### config.mk
export PLATFORM = sky130hd
export DESIGN_NAME = a0_trace_fifo_flat
export DESIGN_NICKNAME = d
export VERILOG_FILES = /design/src/rtl/a0_trace_pkg.sv /design/src/rtl/a0_trace_fifo_if.sv /design/src/rtl/sync_fifo.sv /design/src/rtl/a0_trace_fifo.sv /design/src/flat_wrapper.sv
export SDC_FILE = /design/constraint.sdc
export NUM_CORES = 1
export LEC_CHECK = 0
export ABC_AREA = 1
export CAP_MARGIN = 20
export CORE_ASPECT_RATIO = 1.5
export CORE_MARGIN = 5
export CORE_UTILIZATION = 30
export DETAILED_ROUTE_END_ITERATION = 10
export PLACE_DENSITY = 0.44
export SYNTH_ARGS = -nofsm -noshare
export SYNTH_HDL_FRONTEND = slang
export SYNTH_SLANG_ARGS = --single-unit
### constraint.sdc
create_clock -name clk -period 17 [get_ports clk]
set_input_delay 3.4 -clock clk [delete_from_list [all_inputs] [get_ports clk]]
set_output_delay 3.4 -clock clk [all_outputs]
set_load 0.005 [all_outputs]
### src/rtl/a0_trace_pkg.sv
// Shared types and constants for the a0 trace capture stage.
package a0_trace_pkg;

  localparam int unsigned DefaultTsW = 32;
  localparam int unsigned ValW       = 32;

  localparam logic [7:0] DROP_MAX = 8'hFF;

  typedef struct packed {
    logic [ValW-1:0]       val;
    logic [DefaultTsW-1:0] ts;
  } trace_entry_t;

endpackage

### src/rtl/a0_trace_fifo_if.sv
// Read-side valid/ready handshake carrying one timestamped a0 value per transfer.
interface a0_trace_fifo_if
  import a0_trace_pkg::*;
#(
  parameter int unsigned TS_W = DefaultTsW
);

  logic            rd_valid;
  logic            rd_ready;
  logic [ValW-1:0] rd_data;
  logic [TS_W-1:0] rd_ts;

  modport master (
    output rd_valid,
    output rd_data,
    output rd_ts,
    input  rd_ready
  );

  modport slave (
    input  rd_valid,
    input  rd_data,
    input  rd_ts,
    output rd_ready
  );

endinterface

### src/rtl/sync_fifo.sv
// Single-clock show-ahead FIFO; a pop in the same cycle frees a slot for a push when full.
module sync_fifo #(
  parameter int unsigned Width = 64,
  parameter int unsigned Depth = 16,
  localparam int unsigned PtrW = $clog2(Depth),
  localparam int unsigned CntW = PtrW + 1
) (
  input  logic             clk,
  input  logic             rst,
  input  logic             push_i,
  input  logic [Width-1:0] wdata_i,
  input  logic             pop_i,
  output logic [Width-1:0] rdata_o,
  output logic [CntW-1:0]  count_o,
  output logic             full_o,
  output logic             empty_o
);

  localparam logic [CntW-1:0] DepthCnt = CntW'(Depth);

  logic [Width-1:0] mem_q [Depth];
  logic [PtrW-1:0]  wr_ptr_q, wr_ptr_d;
  logic [PtrW-1:0]  rd_ptr_q, rd_ptr_d;
  logic [CntW-1:0]  count_q, count_d;
  logic             push_ok, pop_ok;

  assign full_o  = (count_q == DepthCnt);
  assign empty_o = (count_q == '0);
  assign count_o = count_q;
  assign rdata_o = mem_q[rd_ptr_q];

  always_comb begin
    pop_ok   = pop_i & ~empty_o;
    push_ok  = push_i & (~full_o | pop_ok);
    wr_ptr_d = wr_ptr_q;
    rd_ptr_d = rd_ptr_q;
    count_d  = count_q;
    // Depth is a power of two, so pointer overflow is the wrap.
    if (push_ok) wr_ptr_d = wr_ptr_q + PtrW'(1);
    if (pop_ok)  rd_ptr_d = rd_ptr_q + PtrW'(1);
    case ({push_ok, pop_ok})
      2'b10:   count_d = count_q + CntW'(1);
      2'b01:   count_d = count_q - CntW'(1);
      default: count_d = count_q;
    endcase
  end

  always_ff @(posedge clk) begin
    if (rst) begin
      wr_ptr_q <= '0;
      rd_ptr_q <= '0;
      count_q  <= '0;
    end else begin
      wr_ptr_q <= wr_ptr_d;
      rd_ptr_q <= rd_ptr_d;
      count_q  <= count_d;
    end
  end

  // Storage is never reset; the pointers alone define which entries are live.
  always_ff @(posedge clk) begin
    if (!rst && push_ok) begin
      mem_q[wr_ptr_q] <= wdata_i;
    end
  end

endmodule

### src/rtl/a0_trace_fifo.sv
// Timestamps every change of the CPU a0 bus and queues it for a slower downstream consumer.
module a0_trace_fifo
  import a0_trace_pkg::*;
#(
  parameter int unsigned DEPTH = 16,
  parameter int unsigned TS_W  = DefaultTsW,
  localparam int unsigned CntW = $clog2(DEPTH) + 1
) (
  input  logic               clk,
  input  logic               rst,
  input  logic [ValW-1:0]    a0,
  input  logic               capture_en,
  a0_trace_fifo_if.master    rd,
  output logic [CntW-1:0]    count,
  output logic               overflow,
  output logic [7:0]         drop_cnt
);

  localparam int unsigned EntryW = ValW + TS_W;

  logic [TS_W-1:0]   cyc_q;
  logic [ValW-1:0]   prev_a0_q;
  logic              overflow_q;
  logic [7:0]        drop_cnt_q;

  logic              chg, pop, drop;
  logic              full, empty;
  logic [EntryW-1:0] wdata, rdata;

  assign chg   = (a0 != prev_a0_q) & capture_en;
  assign pop   = rd.rd_valid & rd.rd_ready;
  // A same-cycle pop makes room, so only a full FIFO without a pop loses the change.
  assign drop  = chg & full & ~pop;
  assign wdata = {a0, cyc_q};

  sync_fifo #(
    .Width (EntryW),
    .Depth (DEPTH)
  ) u_fifo (
    .clk     (clk),
    .rst     (rst),
    .push_i  (chg),
    .wdata_i (wdata),
    .pop_i   (rd.rd_ready),
    .rdata_o (rdata),
    .count_o (count),
    .full_o  (full),
    .empty_o (empty)
  );

  assign rd.rd_valid = ~empty;
  assign rd.rd_data  = rdata[TS_W +: ValW];
  assign rd.rd_ts    = rdata[TS_W-1:0];

  assign overflow = overflow_q;
  assign drop_cnt = drop_cnt_q;

  always_ff @(posedge clk) begin
    if (rst) begin
      cyc_q      <= '0;
      prev_a0_q  <= '0;
      overflow_q <= 1'b0;
      drop_cnt_q <= '0;
    end else begin
      cyc_q     <= cyc_q + TS_W'(1);
      prev_a0_q <= a0;
      if (drop) begin
        overflow_q <= 1'b1;
        if (drop_cnt_q != DROP_MAX) drop_cnt_q <= drop_cnt_q + 8'd1;
      end
    end
  end

endmodule

### src/flat_wrapper.sv
// flat-port wrapper written by rule: the top's interface ports become plain ports
module a0_trace_fifo_flat import a0_trace_pkg::*;
#(
  parameter int unsigned DEPTH = 16,
  parameter int unsigned TS_W  = DefaultTsW,
  localparam int unsigned CntW = $clog2(DEPTH) + 1
)
  (clk, rst, a0, capture_en, count, overflow, drop_cnt, rd_rd_valid, rd_rd_data, rd_rd_ts, rd_rd_ready);
  a0_trace_fifo_if #(.TS_W(TS_W)) rd_i ();
  input  logic clk;
  input  logic rst;
  input  logic [ValW-1:0] a0;
  input  logic capture_en;
  output logic [CntW-1:0] count;
  output logic overflow;
  output logic [7:0] drop_cnt;
  output wire logic [$bits(rd_i.rd_valid)-1:0] rd_rd_valid;
  output wire logic [$bits(rd_i.rd_data)-1:0] rd_rd_data;
  output wire logic [$bits(rd_i.rd_ts)-1:0] rd_rd_ts;
  input wire logic [$bits(rd_i.rd_ready)-1:0] rd_rd_ready;
  assign rd_rd_valid = rd_i.rd_valid;
  assign rd_rd_data = rd_i.rd_data;
  assign rd_rd_ts = rd_i.rd_ts;
  assign rd_i.rd_ready = rd_rd_ready;
  a0_trace_fifo #(.DEPTH(DEPTH), .TS_W(TS_W)) u_core (.clk(clk), .rst(rst), .a0(a0), .capture_en(capture_en), .rd(rd_i), .count(count), .overflow(overflow), .drop_cnt(drop_cnt));
endmodule
**Yosys cells after proc, flatten, opt, wreduce, memory -nomap -nowiden**

Memories as Yosys holds them, arrays and structs flattened. A register that Yosys moved wholly into a read port is not among the register bits.
Cells that the tools add are included.

- Flip-flop bits (word level): 86
- Bits in writable memories: 1024
- Input port bits: 36
- Output and inout port bits: 79
- Word-level logic and storage cells: 38
- Memories kept: 1

- Add/subtract/negate cells: 6
- Equality and inequality tests: 5
- Mux-type cells: 5
- Bitwise logic cells: 9
- Reductions and logical operators: 5

Memory list:

| memory | depth | width | rd ports | clocked after memory_dff | write ports | line | RTL |
|---|---|---|---|---|---|---|---|
| u_core.u_fifo.mem_q | 16 | 64 | 1 | 1 | 1 | sync_fifo.sv:21 | `logic [Width-1:0] mem_q [Depth];` |

Operators by type and width:

| cell | count |
|---|---|
| 32-bit by 1-bit adder with 32-bit output (second input constant) | 1 |
| 32-bit != test | 1 |
| 5-bit one-hot mux with 2 select lines | 1 |
| 4-bit by 1-bit adder with 4-bit output (second input constant) | 2 |
| 8-bit by 1-bit adder with 8-bit output (second input constant) | 1 |
| 4-bit two-way mux | 2 |
| 8-bit != test (second input constant) | 1 |
| 5-bit by 1-bit adder with 5-bit output (second input constant) | 1 |
| 1-bit AND | 5 |
| 5-bit equality test (second input constant) | 1 |
| 5-bit zero test | 1 |
| 5-bit by 1-bit subtractor with 5-bit output (second input constant) | 1 |
| 1-bit NOT | 3 |
| 2-bit by 1-bit equality test with 1-bit output (second input constant) | 1 |
| 2-bit equality test (second input constant) | 1 |
| 1-bit two-way mux | 2 |
| 2-bit AND reduction | 1 |
| 2-bit nonzero test | 1 |
| 1-bit logical AND | 1 |
| 1-bit zero test | 1 |
| 1-bit bitwise OR | 1 |

**Depth between registers and ports, before layout**

- Depth in word-level cells: 8
- Mapped depth: 20
- Mapped depth without buffers: 20

**Hierarchy**

From an unflattened synthesis, not the netlist that was laid out.

- Cells, all modules: 3847
- Area total of the unflattened synthesis: 46362.0 sq um

By module, submodules not included:

| module | times used | cells each | area an instance (sq um) | sequential area each (sq um) |
|---|---|---|---|---|
| sync_fifo | 1 | 3360 | 42848.6 | 31089.8 |
| a0_trace_fifo | 1 | 487 | 3513.4 | 1461.4 |

**Least setup slack after synthesis**

No wires, ideal clock.

- Path kind: in2reg
- Start: in a0[1]
- End: mem u_core.u_fifo.mem_q[11][0], enable pin
- Setup time: 0.565 ns
- Arrival: 8.505 ns
- Slack: 7.930 ns
- Cell stages on the path: 12
- Buffers on the path: 0
- Cell sequence: inv_1 -> nand2_1 -> nand2_1 -> nand2_1 -> nor2_1 -> nand2_1 -> nor2_1 -> nand2_1 -> nand2_1 -> nor2_2 -> nand2_1 -> nor3_1

- Cells in the longest elaborated chain, start to end: 6

Ends and longest elaborated chain:

| item | line | RTL |
|---|---|---|
| from (decl) | flat_wrapper.sv:12 | `input logic [ValW-1:0] a0;` |
| 32-bit != test | a0_trace_fifo.sv:30 | `assign chg = (a0 != prev_a0_q) & capture_en;` |
| 1-bit AND | a0_trace_fifo.sv:30 |  |
| 1-bit AND | sync_fifo.sv:34 | `push_ok = push_i & (~full_o \| pop_ok);` |
| 1-bit logical AND | sync_fifo.sv:62 | `if (!rst && push_ok) begin` |
| 1-bit two-way mux | sync_fifo.sv:62 |  |
| 1-bit two-way mux (not written as such) | sync_fifo.sv:63 | `mem_q[wr_ptr_q] <= wdata_i;` |
| to (decl) | sync_fifo.sv:21 |  |

Every way passes these cells.

==> run metrics <==
CTS Root Cell=clkbuf_16; die width=326 microns; Fin. Hold Viols=0; DR vias=25800; RePlAce Congestion=0.699; Flop pwr share=0.468; P_sw=1.75 mW; number of DRC markers in iteration 0=1705; non-filler cells, final=5380; CTS buffer count=110; run status=completed; share of total power in combinational logic=0.166; vias in the first global route=26200; H-tree levels=3; P_int=4.78 mW; clock sinks=1114; Worst Max-Slew Pin Slew=1.10 ns; Max Fclk=0.119 GHz; setup TNS=0 ns; Setup Buffers After CTS=0; Final Setup Violations=0; Core Box Area=0.148 sq mm; Clk pin slew, worst setup/hold paths=0.06 ns; Worst setup EP type=primary output; CP max stage cell=buf_4; Yosys warning count=0; most frequent CP cell=buf_4; first-pass GRT wire length=177000 microns; crit path DAT=5.01 ns; Initial DRT Pass Iterations=5; Post-Syn Instances=3272; row count=173; Nets=3409; Cells after DPL=5175; RSZ-0062 raised after global routing=no; Max Slew Vio Count=0; Max-slew headroom=0.267; Max IR drop VDD=0.0802 mV; CP cell instances=inv_8 > buf_4 > buf_4 > o211ai_1 > nand3_1 > nand2_1 > clkdlybuf4s50_1; Hold WC Path Type=reg -> reg; library cells used by synthesis=43; Lkg Pwr=17.2 nW; CTS Buffer Depth=3; vias per cell=4.79; PostCTS Resize Cnt=0; period utilization=0.495; sequential share of the synthesized area=0.726; CP Launch Type=register; top cell family by delay on the critical path=buffers and inverters; WL final=121000 microns; I/O Buffers=114; Initial Util=0.302; CP required=13.60 ns; max-cap violations=0; min cycle time layout=8.41 ns; Die Y=483 microns; Area Overhead vs Synth=15.0%; Hold Buf Count CTS=0; Net Count, Synth=3319; Final ANT Viol Nets=0; dpl hpwl=63200 microns; Post-Syn Area=0.0448 sq mm; Routed WL per cell=22.5 microns; Tot GR Track Use=0.150; Clock power frac=0.365; Buf+Inv Stages, Crit Path=4; initial antenna violation count=3; io pins=115; Sw Share=0.268; DRC=0; Clock Latency Late Sink=0.71 ns; fraction of layout cells with a size suffix above 1=0.0785; CTS tree=done; #FFs+latches synth=1114; CP Class=reg -> out; largest net degree at the start of global routing=191; Pwr Density=127 mW/mm^2; syn_area_per_cell=13.7 sq um; die area=0.157 sq mm; crit-path max cell delay=0.90 ns; Filler Cell Count=14400; clock skew=0.0200 ns; CP Max Fanout=119; gr ovfl total=0
final timing paths:
| check | from | endpoint | slack (ns) | depth (start not counted) |
|---|---|---|---|---|
| max reg2reg | u_core.prev_a0_q[9]$_SDFF_PP0_ | u_core.u_fifo.mem_q[10][15]$_DFFE_PP_ | 13.01 | 13 |
| min reg2reg | u_core.overflow$_SDFFE_PP0P_ | u_core.overflow$_SDFFE_PP0P_ | 0.47 | 1 |
| min | u_core.overflow$_SDFFE_PP0P_ | u_core.overflow$_SDFFE_PP0P_ | 0.47 | 1 |
| max | register | rd_rd_ts[3] | 8.59 | 7 |
state kept, by name (all words and copies together) (netlist names), named ones only:
register / cells
u_core.prev_a0_q: 32
u_core.u_fifo.mem_q: 1024
u_core.drop_cnt: 8
u_core.u_fifo.wr_ptr_q: 4
u_core.u_fifo.rd_ptr_q: 4
u_core.cyc_q: 32
u_core.overflow: 1
u_core.u_fifo.count_o: 5
worst register-to-register path: stages (launching register included):
cell and delay [ns]:
dfxtp_1 0.31, xnor2_1 0.12, nand2_1 0.16, nor2_1 0.07, nand2_1 0.07, nor2_1 0.11, nand2_1 0.21, nand2_1 0.14
nor2_2 0.20, inv_2 0.08, nor2_2 0.13, nand2_1 0.24, nor2_4 0.87, buf_4 0.87
stage by stage:
stage	total power [mW]	instance area [sq um]	util	hold slack [ns]	setup slack [ns]
after global placement	4.23	48000	0.324	0.468	8.71
after CTS	6.63	51500	0.347	0.478	8.35
final	6.52	51600	0.347	0.473	8.59
after detailed placement	4.23	48100	0.324	0.458	8.77
after global routing	6.82	51500	0.347	0.495	8.23
after floorplan	3.80	44800	-	0.460	7.93
cells in the mapped netlist (all sizes together):
| master | count | area, sq um |
|---|---|---|
| edfxtp | 1024 | 30700 |
| inv | 347 | 1300 |
| o21ai | 330 | 1660 |
| a21oi | 283 | 1420 |
| mux2i | 256 | 2560 |
| o211ai | 256 | 1920 |
| nand2 | 184 | 706 |
| buf | 109 | 607 |
| nor2 | 108 | 443 |
| nand3 | 96 | 503 |
| dfxtp | 90 | 1800 |
| clkbuf | 85 | 319 |
| xnor2 | 28 | 245 |
| nor3 | 17 | 95.1 |
| nand4 | 11 | 68.8 |
| ha | 10 | 125 |
| nor4 | 9 | 81.3 |
| xor2 | 8 | 70.1 |
| a31oi | 5 | 31.3 |
| clkinv | 3 | 13.8 |
| nor3b | 3 | 22.5 |
| o21a | 3 | 22.5 |
| or2 | 2 | 12.5 |
| a211oi | 1 | 7.51 |
| a31o | 1 | 8.76 |
| fa | 1 | 20.0 |
| nand3b | 1 | 7.51 |
| o21bai | 1 | 7.51 |
power groups by stage:
stage,sequential [mW],clock (mW),combinational [mW]
finish,3.05,2.38,1.08
global route,3.06,2.56,1.21
CTS,3.06,2.46,1.12
detailed placement,3.11,0,1.11
global placement,3.11,0,1.11
floorplan,3.08,0,0.721
placed cells by master, fill, tap and decap left out, drive strengths merged, types with 5 or more instances in the layout:
cell / count
a21oi: 283
a31oi: 5
buf: 59
bufinv: 6
clkbuf: 143
clkdlybuf4s50: 113
clkinv: 47
dfxtp: 90
edfxtp: 1024
ha: 10
inv: 354
mux2i: 256
nand2: 184
nand3: 96
nand4: 11
nor2: 108
nor3: 17
nor4: 9
o211ai: 256
o21ai: 330
xnor2: 28
xor2: 8
cell type report:
class	count	area, sq um	area share
flip-flops and latches	1114	32600	0.632
multi-input cells	1614	10100	0.197
clock buffers	143	3020	0.0586
well taps	1925	2410	0.0467
repair buffers	172	1610	0.0313
inverters	350	1330	0.0258
clock inverters	60	467	0.00905
diodes	2	5.00	0.0000971
layer usage:
metal  GRT usage  part of all wire  vias to the layer above
li1            -                 -                    12200
met1       0.193              0.44                    13000
met2       0.270              0.51                      421
met3      0.0184             0.033                      124
met4      0.0379             0.017                        0
met5           0                 0                        -
cell families (layout without fill, tap and decap cells):
logic type	Yosys count	after routing	share of synthesized area
DFF	1114	1114	0.726
AOI/OAI and AO/OA	880	880	0.113
buffers and inverters	544	725	0.0500
and+or+nand+nor	431	431	0.0433
muxes	256	256	0.0572
xor gates and xnor gates	36	36	0.00703
adders and majority gates	11	11	0.00324
other	0	2	0
No activity file was read; power rests on OpenSTA's default activity.
